### src/rtl/reg_file_cc_if.sv
// Bus-side signal bundle for reg_file_cc: write port, two read ports,
// condition-code load and the pending-write scoreboard.
interface reg_file_cc_if #(
    parameter int WIDTH = 16,
    parameter int DEPTH = 8
);
    localparam int AW = $clog2(DEPTH);

    logic             LD_REG;
    logic [AW-1:0]    DR;
    logic [WIDTH-1:0] bus_in;
    logic             LD_CC;
    logic [AW-1:0]    SR1;
    logic [AW-1:0]    SR2;
    logic [WIDTH-1:0] SR1_out;
    logic [WIDTH-1:0] SR2_out;
    logic             N;
    logic             Z;
    logic             P;
    logic             mark_valid;
    logic [AW-1:0]    mark_idx;
    logic [DEPTH-1:0] busy;

    modport master (
        output LD_REG, DR, bus_in, LD_CC, SR1, SR2, mark_valid, mark_idx,
        input  SR1_out, SR2_out, N, Z, P, busy
    );

    modport slave (
        input  LD_REG, DR, bus_in, LD_CC, SR1, SR2, mark_valid, mark_idx,
        output SR1_out, SR2_out, N, Z, P, busy
    );
endinterface

### src/rtl/reg_file_cc.sv
// DEPTH x WIDTH register file (1W/2R, optional write-to-read bypass) with
// NZP condition-code register and a per-register pending-write scoreboard.
module reg_file_cc #(
    parameter int WIDTH  = 16,
    parameter int DEPTH  = 8,
    parameter bit BYPASS = 1'b1
) (
    input logic          Clk,
    input logic          Reset,
    reg_file_cc_if.slave rf
);
    localparam int          AW      = $clog2(DEPTH);
    localparam logic [AW:0] DEPTH_W = (AW + 1)'(DEPTH);

    logic [WIDTH-1:0] regs_reg [DEPTH];
    logic [DEPTH-1:0] busy_reg;
    logic [DEPTH-1:0] busy_next;
    logic             n_reg;
    logic             z_reg;
    logic             p_reg;
    logic             dr_ok;
    logic             sr1_ok;
    logic             sr2_ok;
    logic [WIDTH-1:0] rd1;
    logic [WIDTH-1:0] rd2;
    logic             flag_n;
    logic             flag_z;

    // Index range checks only matter when DEPTH is not a power of two.
    assign dr_ok  = {1'b0, rf.DR}  < DEPTH_W;
    assign sr1_ok = {1'b0, rf.SR1} < DEPTH_W;
    assign sr2_ok = {1'b0, rf.SR2} < DEPTH_W;

    assign flag_n = rf.bus_in[WIDTH-1];
    assign flag_z = (rf.bus_in == '0);

    // Set (issue) wins over clear (writeback) on the same index.
    genvar gi;
    generate
        for (gi = 0; gi < DEPTH; gi++) begin : g_busy
            assign busy_next[gi] =
                (rf.mark_valid && rf.mark_idx == AW'(gi)) ? 1'b1 :
                (rf.LD_REG     && rf.DR       == AW'(gi)) ? 1'b0 :
                busy_reg[gi];
        end
    endgenerate

    always_ff @(posedge Clk) begin
        if (Reset) begin
            for (int i = 0; i < DEPTH; i++) begin
                regs_reg[i] <= '0;
            end
            busy_reg <= '0;
            n_reg    <= 1'b0;
            z_reg    <= 1'b0;
            p_reg    <= 1'b0;
        end else begin
            if (rf.LD_REG && dr_ok) begin
                regs_reg[rf.DR] <= rf.bus_in;
            end
            busy_reg <= busy_next;
            if (rf.LD_CC) begin
                n_reg <= flag_n;
                z_reg <= flag_z;
                p_reg <= !flag_n && !flag_z;
            end
        end
    end

    always_comb begin
        rd1 = '0;
        if (sr1_ok) begin
            rd1 = regs_reg[rf.SR1];
        end
        if (BYPASS && rf.LD_REG && dr_ok && rf.DR == rf.SR1) begin
            rd1 = rf.bus_in;
        end
    end

    always_comb begin
        rd2 = '0;
        if (sr2_ok) begin
            rd2 = regs_reg[rf.SR2];
        end
        if (BYPASS && rf.LD_REG && dr_ok && rf.DR == rf.SR2) begin
            rd2 = rf.bus_in;
        end
    end

    assign rf.SR1_out = rd1;
    assign rf.SR2_out = rd2;
    assign rf.N       = n_reg;
    assign rf.Z       = z_reg;
    assign rf.P       = p_reg;
    assign rf.busy    = busy_reg;
endmodule

### src/flat_wrapper.sv
// flat-port wrapper written by rule: the top's interface ports become plain ports
module reg_file_cc_flat 
#(
    parameter int WIDTH  = 16,
    parameter int DEPTH  = 8,
    parameter bit BYPASS = 1'b1
)
  (Clk, Reset, rf_LD_REG, rf_DR, rf_bus_in, rf_LD_CC, rf_SR1, rf_SR2, rf_mark_valid, rf_mark_idx, rf_SR1_out, rf_SR2_out, rf_N, rf_Z, rf_P, rf_busy);
  reg_file_cc_if #(.WIDTH(WIDTH), .DEPTH(DEPTH)) rf_i ();
  input logic Clk;
  input logic Reset;
  input wire logic [$bits(rf_i.LD_REG)-1:0] rf_LD_REG;
  input wire logic [$bits(rf_i.DR)-1:0] rf_DR;
  input wire logic [$bits(rf_i.bus_in)-1:0] rf_bus_in;
  input wire logic [$bits(rf_i.LD_CC)-1:0] rf_LD_CC;
  input wire logic [$bits(rf_i.SR1)-1:0] rf_SR1;
  input wire logic [$bits(rf_i.SR2)-1:0] rf_SR2;
  input wire logic [$bits(rf_i.mark_valid)-1:0] rf_mark_valid;
  input wire logic [$bits(rf_i.mark_idx)-1:0] rf_mark_idx;
  output wire logic [$bits(rf_i.SR1_out)-1:0] rf_SR1_out;
  output wire logic [$bits(rf_i.SR2_out)-1:0] rf_SR2_out;
  output wire logic [$bits(rf_i.N)-1:0] rf_N;
  output wire logic [$bits(rf_i.Z)-1:0] rf_Z;
  output wire logic [$bits(rf_i.P)-1:0] rf_P;
  output wire logic [$bits(rf_i.busy)-1:0] rf_busy;
  assign rf_i.LD_REG = rf_LD_REG;
  assign rf_i.DR = rf_DR;
  assign rf_i.bus_in = rf_bus_in;
  assign rf_i.LD_CC = rf_LD_CC;
  assign rf_i.SR1 = rf_SR1;
  assign rf_i.SR2 = rf_SR2;
  assign rf_i.mark_valid = rf_mark_valid;
  assign rf_i.mark_idx = rf_mark_idx;
  assign rf_SR1_out = rf_i.SR1_out;
  assign rf_SR2_out = rf_i.SR2_out;
  assign rf_N = rf_i.N;
  assign rf_Z = rf_i.Z;
  assign rf_P = rf_i.P;
  assign rf_busy = rf_i.busy;
  reg_file_cc #(.WIDTH(WIDTH), .DEPTH(DEPTH), .BYPASS(BYPASS)) u_core (.Clk(Clk), .Reset(Reset), .rf(rf_i));
endmodule
### config.mk
export PLATFORM = sky130hd
export DESIGN_NAME = reg_file_cc_flat
export DESIGN_NICKNAME = d
export VERILOG_FILES = /design/src/rtl/reg_file_cc_if.sv /design/src/rtl/reg_file_cc.sv /design/src/flat_wrapper.sv
export SDC_FILE = /design/constraint.sdc
export NUM_CORES = 1
export LEC_CHECK = 0
export BUFFER_PORTS_ARGS = -buffer_cell sky130_fd_sc_hd__buf_4
export CORE_ASPECT_RATIO = 0.6
export CORE_UTILIZATION = 54
export CTS_BUF_LIST = sky130_fd_sc_hd__clkbuf_16
export CTS_CLUSTER_SIZE = 30
export DETAILED_ROUTE_END_ITERATION = 6
export GPL_TIMING_DRIVEN = 0
export PLACE_DENSITY = 0.77
export SKIP_CTS_REPAIR_TIMING = 1
export SLEW_MARGIN = 20
export SYNTH_ARGS = -nofsm -noshare
export SYNTH_HDL_FRONTEND = slang
export SYNTH_SLANG_ARGS = --single-unit
### constraint.sdc
create_clock -name Clk -period 1.6 [get_ports Clk]
set_input_delay 0.08 -clock Clk [delete_from_list [all_inputs] [get_ports Clk]]
set_output_delay 0.08 -clock Clk [all_outputs]
set_load 0.02 [all_outputs]
== After elaboration in Yosys (flattened, before gate mapping) ==
Memory sizes are Yosys's and may differ from the RTL's.
Cells that the tools add are included.
Widths: inputs -> output; s select.

* Eq/ne operators: 16
* Mux-type cells: 26
* Reduce and logical (&&, ||, !) cells: 33

{| class="wikitable"
|+ Operator list
! kind !! count
|-
| $mux 16 || 3
|-
| $eq 3x3->1 const B || 8
|-
| $mux 1 || 22
|-
| $logic_and 1x1->1 || 19
|-
| $logic_not 16->1 || 1
|-
| $reduce_bool 2->1 || 8
|-
| $reduce_or 16->1 || 1
|-
| $eq 3x2->1 const B || 4
|-
| $eq 3x1->1 const B || 2
|-
| $eq 3x3->1 || 2
|-
| $logic_not 3->1 || 2
|-
| $mux 3 || 1
|-
| $logic_not 1->1 || 2
|}

* Bits in registers: 11
* RAM bits: 128
* Logic and storage cells: 87
* Memories kept: 1

{| class="wikitable"
|+ Memory list
! memory !! depth !! width !! rd ports !! clocked after Yosys merged registers in !! wr ports !! line !! source
|-
| u_core.regs_reg || 8 || 16 || 2 || 0 || 8 || reg_file_cc.sv:15 || <nowiki>logic [WIDTH-1:0] regs_reg [DEPTH];</nowiki>
|}

== Logic depth before layout (Yosys ltp) ==
Gate-level depths: netlist of the first run.

* Word-level depth: 5
* Mapped depth: 7
* Mapped depth without buffers: 4

== Least setup slack after synthesis of the first run ==
OpenSTA, ideal clock, no wires.

* Path type: input to register
* Start point: input rf_DR[1]
* End point: memory u_core.regs_reg[6][0] (enable)
* Setup time: 0.394 ns
* Arrival: 1.329 ns
* Slack: -0.123 ns
* Cell stages on the path: 3
* Buffers on the path: 1
* Cell sequence: buf_2 nand2_1 o21bai_1

{| class="wikitable"
|+ RTL lines
! element !! line !! source
|-
| from (decl) || flat_wrapper.sv:13 || <nowiki>input wire logic [$bits(rf_i.DR)-1:0] rf_DR;</nowiki>
|-
| to (decl) || reg_file_cc.sv:15 ||
|}

==> results of run 1 <==
-- path summary, 6_finish.rpt --
check / start / end / slack, ns
max reg2reg: u_core.rf.busy[6] / u_core.rf.busy[6] / 0.94
max: u_core.regs_reg[2][15] / rf_SR1_out[15] / -0.32
min reg2reg: u_core.rf.busy[4] / u_core.rf.busy[4] / 0.46
min: rf_bus_in[15] / u_core.rf.N / -0.06
-- synthesized netlist by cell type, types with 2 or more instances --
master and number:
o21ai_0 7, inv_1 9, a31o_2 4, nand2_1 6, and2_1 128, mux4_2 23, xnor2_1 6, edfxtp_1 128
nor2_4 3, nand4_1 3, o21bai_1 3, dfxtp_1 11, mux2i_1 35, nor3_4 2, clkbuf_1 23, buf_2 14
buf_6 9, a21oi_1 33, buf_4 3, nor2b_1 3, nor4_1 4, clkbuf_2 5, mux4_1 41, nand3_1 3
nor2_1 38
-- worst max-delay path, cell delays in order (launching register included) --
cell and delay, ns:
edfxtp_1 0.40, mux4_2 0.54, mux2i_1 0.20, a21oi_1 0.11, buf_4 0.17
-- layer usage --
| layer | GRT usage, % | vias up | wire length [µm] |
|---|---|---|---|
| li1 | - | 2262 | - |
| met1 | 44.48 | 2664 | 9063 |
| met2 | 47.17 | 362 | 9887 |
| met3 | 7.500 | 50 | 2609 |
| met4 | 8.819 | 0 | 392 |
| met5 | 0 | - | 0 |
-- cell families after synthesis --
kind of cell / Yosys count / synth area share (%)
buf+inv: 63 / 4.314
flops: 139 / 51.70
mux: 99 / 24.75
compound gates: 50 / 3.598
simple gates: 198 / 14.96
xor+xnor: 6 / 0.6686
-- cell type report --
| class | instances | area share [%] |
|---|---|---|
| Antenna cell | 1 | 0.02724 |
| Buffer | 54 | 3.337 |
| Clock buffer | 21 | 5.720 |
| Clock inverter | 11 | 0.6673 |
| Inverter | 9 | 0.3677 |
| Multi-Input combinational cell | 353 | 36.91 |
| Sequential cell | 139 | 44.23 |
| Tap cell | 192 | 2.615 |
| Timing Repair Buffer | 72 | 6.128 |
-- per-stage QoR --
stage | utilization, % | TNS, ns | power, µW | hold slack, ns
floorplan | - | 0 | 5316 | 0.1943
global placement | 61.86 | -26.96 | 5889 | 0.3102
detailed placement | 62.02 | -16.53 | 5950 | 0.3213
CTS | 66.24 | -8.788 | 9773 | -0.1284
global route | 66.01 | -9.036 | 10070 | 0.005996
finish | 66.03 | -7.648 | 9852 | -0.05805
-- where the power goes --
group          switching (µW)  internal, µW
combinational             903           721
sequential                119          4210
clock                    1570          2330
total                    2590          7260
==> parameters.txt, run 1 <==
Parameter                              Value

Outcome
  Result of the run ... finished, violations left
  Violations in the final reports ... negative hold slack, negative setup slack

Cells and area
  Final standard cell area without fillers ... 9188 µm²
  Commonest cells after routing, fill and taps aside ... and2_1, edfxtp_1, buf_4
  Post-layout nets ... 679
  Share of final-layout standard cells stronger than drive strength 1 ... 30.35%
  Max reg flops ... 128
  Area used by multi-input combinational logic ... 3391 µm²
  Final Non-Filler Cells ... 852
  Area delta synth->final ... 16.89%
  Number of fill cells in the layout ... 1073
  Sequential cell area ... 4064 µm²

STA
  Number of max-slew violations in the final report ... 0
  Final number of hold-violating endpoints ... 1
  Final Cycle Share ... 120.2%
  Slew HR ... 46.27%
  Max Freq ... 519.9 MHz
  Worst clock skew on the final layout ... 0 ns
  Final critical-path setup slack ... -0.3234 ns
  Minimum hold slack ... -0.05805 ns
  Unrepaired setup endpoints after global routing ... yes
  Tmin final ... 1.923 ns
  Count of final setup violators ... 32
  Worst Max-Slew Pin Slew ... 0.7985 ns

Synthesis
  Cells taking the most area after synthesis ... edfxtp_1, mux4_1, and2_1, mux4_2, mux2i_1
  Unique masters post-synth ... 36
  Fraction of synthesized cell area taken by the top area cell type ... 48.90%
  Register area share after synthesis ... 51.70%
  Post-Syn Instances ... 555
  Number of enable-type register cells in the synthesized netlist ... 128
  Dominant cell type by area after synthesis ... edfxtp_1
  Synth Area per Inst ... 14.16 µm²
  Async SR Flop Fraction ... 0%
  Prevailing post-synth register cell ... edfxtp_1
  Post-Syn Area ... 7860 µm²
  Total number of yosys warnings ... 0
  Synth Register Bits ... 139
  Mapped Nets ... 588

Placed design
  Worst Setup Slack post-DPL ... -0.3099 ns
  Placed cell areas ... 8630 µm²
  Global placement routability congestion ... 0.8888
  Final HPWL from detailed placement ... 14810 µm
  Number of instances in the placed design ... 813
  Count of input and output buffers ... 66

Min path
  Number of cells traversed by the worst hold path ... 3
  Worst hold-check path type ... in2reg

Worst setup path
  Worst Path Max Fanout ... 2
  Setup Crit Path Kind ... reg2out
  Required time at the worst-slack endpoint ... 1.52 ns
  Number of cells on the worst reg-to-reg path ... 2
  Startpoint class of the critical path ... flop
  Crit path arrival time ... 1.84 ns
  Critical Path Sink Type ... output pin

Clock tree
  Clock tree from TritonCTS ... done
  Max Buffers Root-to-Sink ... 2
  Clock transition time at the flip-flop clock pins of the worst setup and hold paths ... 0.06 ns
  Number of levels the H-tree was split into ... 4
  Clock Sinks ... 139
  Number of buffers created by CTS ... 17
  Clock tree root buffer cell ... clkbuf_16
  Later-pin clock latency in the skew report ... 0.43 ns

Floorplanning
  Core footprint ... 13910 µm²
  Die extent in x ... 157.8 µm
  Number of standard-cell rows in the floorplan ... 33
  Starting utilization of the core area ... 56.49%
  Area of the die ... 15060 µm²
  Floorplan die height ... 95.45 µm
  Total I/O pin count ... 76

GRT
  Via count of the first global-routing pass ... 5239
  Number of antenna violations at the first check in global routing ... 0
  Overflow left after global routing ... 0
  Total routing usage reported by global routing ... 30.97%
  Global-route wire length before repair ... 31840 µm
  Largest net degree at the start of global routing ... 18

Power and ir drop
  Pwr dens ... 1072 nW/µm²
  Leakage power total ... 0.003474 µW
  Largest vdd supply drop ... 0.0007063 V

Detailed routing
  Post-DRT Antenna Nets ... 0
  DRC viols ... 0
  Vias/cell ... 6.265
  Total number of vias ... 5338
  Routed wire length ... 21950 µm
  First drt pass iteration count ... 5
  Starting DRC count in detailed routing ... 534
  Routed wire per std cell ... 25.77 µm

Flow run
  Maxcap violations ... 0
Note: power is estimated with default switching activity, not from simulation.
==> run 2, diff against run 1 <==
--- a/config.mk
+++ b/config.mk
@@ -12,7 +12,7 @@
 export CTS_CLUSTER_SIZE = 30
 export DETAILED_ROUTE_END_ITERATION = 6
 export GPL_TIMING_DRIVEN = 0
-export PLACE_DENSITY = 0.77
+export PLACE_DENSITY = 0.73
 export SKIP_CTS_REPAIR_TIMING = 1
 export SLEW_MARGIN = 20
 export SYNTH_ARGS = -nofsm -noshare
==> run 2 against run 1 <==
- the run ends with negative setup slack left
- combinational power hardly changed
- non-clock buffer count is 1 higher
- worst hold slack better by 0.11 ns
==> parameters.txt, run 2 (same netlist as run 1, synthesis figures left out) <==
Parameter                              Value

GRT
  Largest net degree at the start of global routing ... 18 (unchanged)
  Total routing usage reported by global routing ... 30.01% (-0.97 points)
  Overflow left after global routing ... 0 (unchanged)
  Number of antenna violations at the first check in global routing ... 0 (unchanged)
  Via count of the first global-routing pass ... 5251 (+0.23%)
  Global-route wire length before repair ... 30910 µm (-2.9%)

Detailed routing
  First drt pass iteration count ... 5 (unchanged)
  Vias/cell ... 6.225 (-0.64%)
  Routed wire per std cell ... 25.21 µm (-2.1%)
  Routed wire length ... 21480 µm (-2.1%)
  Post-DRT Antenna Nets ... 0 (unchanged)
  DRC viols ... 0 (unchanged)
  Total number of vias ... 5304 (-0.64%)
  Starting DRC count in detailed routing ... 555 (+3.9%)

Cells and area
  Commonest cells after routing, fill and taps aside ... and2_1, edfxtp_1, buf_4
  Diodes inserted ... 0 (-1)
  Max reg flops ... 128 (unchanged)
  Share of final-layout standard cells stronger than drive strength 1 ... 31.82% (+1.5 points)
  Post-layout nets ... 680 (+0.15%)
  Area delta synth->final ... 16.30%

STA
  Max Freq ... 524.3 MHz (+0.84%)
  Worst clock skew on the final layout ... 0 ns (unchanged)
  Slew HR ... 21.76% (-25 points)
  Unrepaired setup endpoints after global routing ... yes
  Tmin final ... 1.907 ns (-0.01606 ns)
  Final number of hold-violating endpoints ... 0 (-1)
  Minimum hold slack ... 0.05290 ns (+0.1110 ns)
  Setup_tns ... -6.521 ns (+1.127 ns)
  Final Cycle Share ... 119.2% (-1.0 points)
  Final critical-path setup slack ... -0.3074 ns (+0.01606 ns)
  Count of final setup violators ... 32 (unchanged)
  Worst Max-Slew Pin Slew ... 1.173 ns (+0.3743 ns)
  Number of max-slew violations in the final report ... 0 (unchanged)

Clock tree
  Clock transition time at the flip-flop clock pins of the worst setup and hold paths ... 0.06 ns (about the same)
  Number of levels the H-tree was split into ... 4 (unchanged)
  Number of buffers created by CTS ... 17 (unchanged)
  Later-pin clock latency in the skew report ... 0.42 ns (about the same)
  Clock tree root buffer cell ... clkbuf_16
  Clock tree from TritonCTS ... done
  Max Buffers Root-to-Sink ... 2 (unchanged)
  Clock Sinks ... 139 (unchanged)

Worst setup path
  Number of cells on the worst reg-to-reg path ... 2 (unchanged)
  Critical path capture point ... rf_SR2_out[15]
  Critical register-to-register path startpoint ... u_core.rf.P
  Crit path arrival time ... 1.83 ns (about the same)
  Required time at the worst-slack endpoint ... 1.52 ns (about the same)
  Worst R2R End ... u_core.rf.P
  First element of the critical path ... u_core.regs_reg[3][15]
  Worst Path Max Fanout ... 2 (unchanged)
  Setup Crit Path Kind ... reg2out
  Critical Path Sink Type ... output pin
  FF-to-FF setup slack ... 0.97 ns (+0.03 ns)
  Startpoint class of the critical path ... flop

Floorplanning
  Die extent in x ... 157.8 µm (unchanged)
  Floorplan die height ... 95.45 µm (unchanged)
  Core footprint ... 13910 µm² (unchanged)
  Total I/O pin count ... 76 (unchanged)
  Number of standard-cell rows in the floorplan ... 33 (unchanged)
  Starting utilization of the core area ... 56.49% (unchanged)
  Area of the die ... 15060 µm² (unchanged)

Placed design
  Final HPWL from detailed placement ... 14440 µm (-2.5%)
  Global placement routability congestion ... 0.8347 (-6.1%)
  Count of input and output buffers ... 66 (unchanged)

Flow run
  Maxcap violations ... 0 (unchanged)

Outcome
  Violations in the final reports ... negative setup slack
  Result of the run ... finished, violations left

Power and ir drop
  Largest vdd supply drop ... 0.0009221 V (+31%)
  Leakage power total ... 0.003416 µW (-1.7%)
  Power, Total ... 9661 µW (-1.9%)
  Pwr dens ... 1057 nW/µm² (-1.4%)

Min path
  Worst hold-check path type ... in2reg
## run 2: layer usage
metal | vias up | track usage [%] | share of wire [%]
li1 | 2265 | - | -
met1 | 2686 | 42.05 | 42
met2 | 324 | 46.29 | 46
met3 | 29 | 7.909 | 11
met4 | 0 | 8.981 | 1.4
met5 | - | 0 | 0
## run 2: layout make-up
class | instances | area [µm²]
clock buffer | 17 | 425.4
buffer | 54 | 306.5
fill | 1066 | 4773
tap | 192 | 240.2
timing repair buffer | 73 | 573.1
sequential | 139 | 4064
clock inverter | 15 | 127.6
multi-input combinational | 353 | 3371
inverter | 9 | 33.78
## run 2: worst min-delay path by stage
| stage | startpoint | slack [ns] | cells after the start | to |
|---|---|---|---|---|
| 6_report | rf_bus_in[15] | 0.05 | 4 | u_core.rf.P |
| 5_1_grt | rf_bus_in[15] | 0.09 | 4 | u_core.rf.P |
| 4_1_cts | rf_mark_idx[1] | -0.13 | 2 | u_core.rf.busy[4] |
| 3_5_place_dp | rf_mark_idx[1] | 0.30 | 2 | u_core.rf.busy[4] |
| 3_3_place_gp | rf_mark_idx[1] | 0.30 | 2 | u_core.rf.busy[4] |
| 2_1_floorplan | rf_mark_idx[1] | 0.19 | 1 | u_core.rf.busy[4] |
## run 2: power by group
part | total [µW] | internal (µW) | switching [µW]
logic | 1610 | 727 | 886
clock network | 3730 | 2140 | 1590
registers | 4320 | 4210 | 113
total | 9660 | 7070 | 2590
## run 2: stage by stage
step | worst slack (ns) | std cells | cell area (µm²) | util [%]
after floorplan | 0.2068 | 555 | 7871 | -
final | -0.3074 | 852 | 9141 | 65.70
after CTS | -0.3113 | 845 | 9175 | 65.94
after detailed placement | -0.2813 | 813 | 8622 | 61.96
after global placement | -0.3396 | 813 | 8607 | 61.86
after global routing | -0.3498 | 852 | 9141 | 65.70
## run 2: critical path, cell delays in order, from the launching register on
cell and delay [ns]:
edfxtp_1 0.41, mux4_2 0.54, mux2i_2 0.21, a21oi_2 0.10, buf_6 0.14
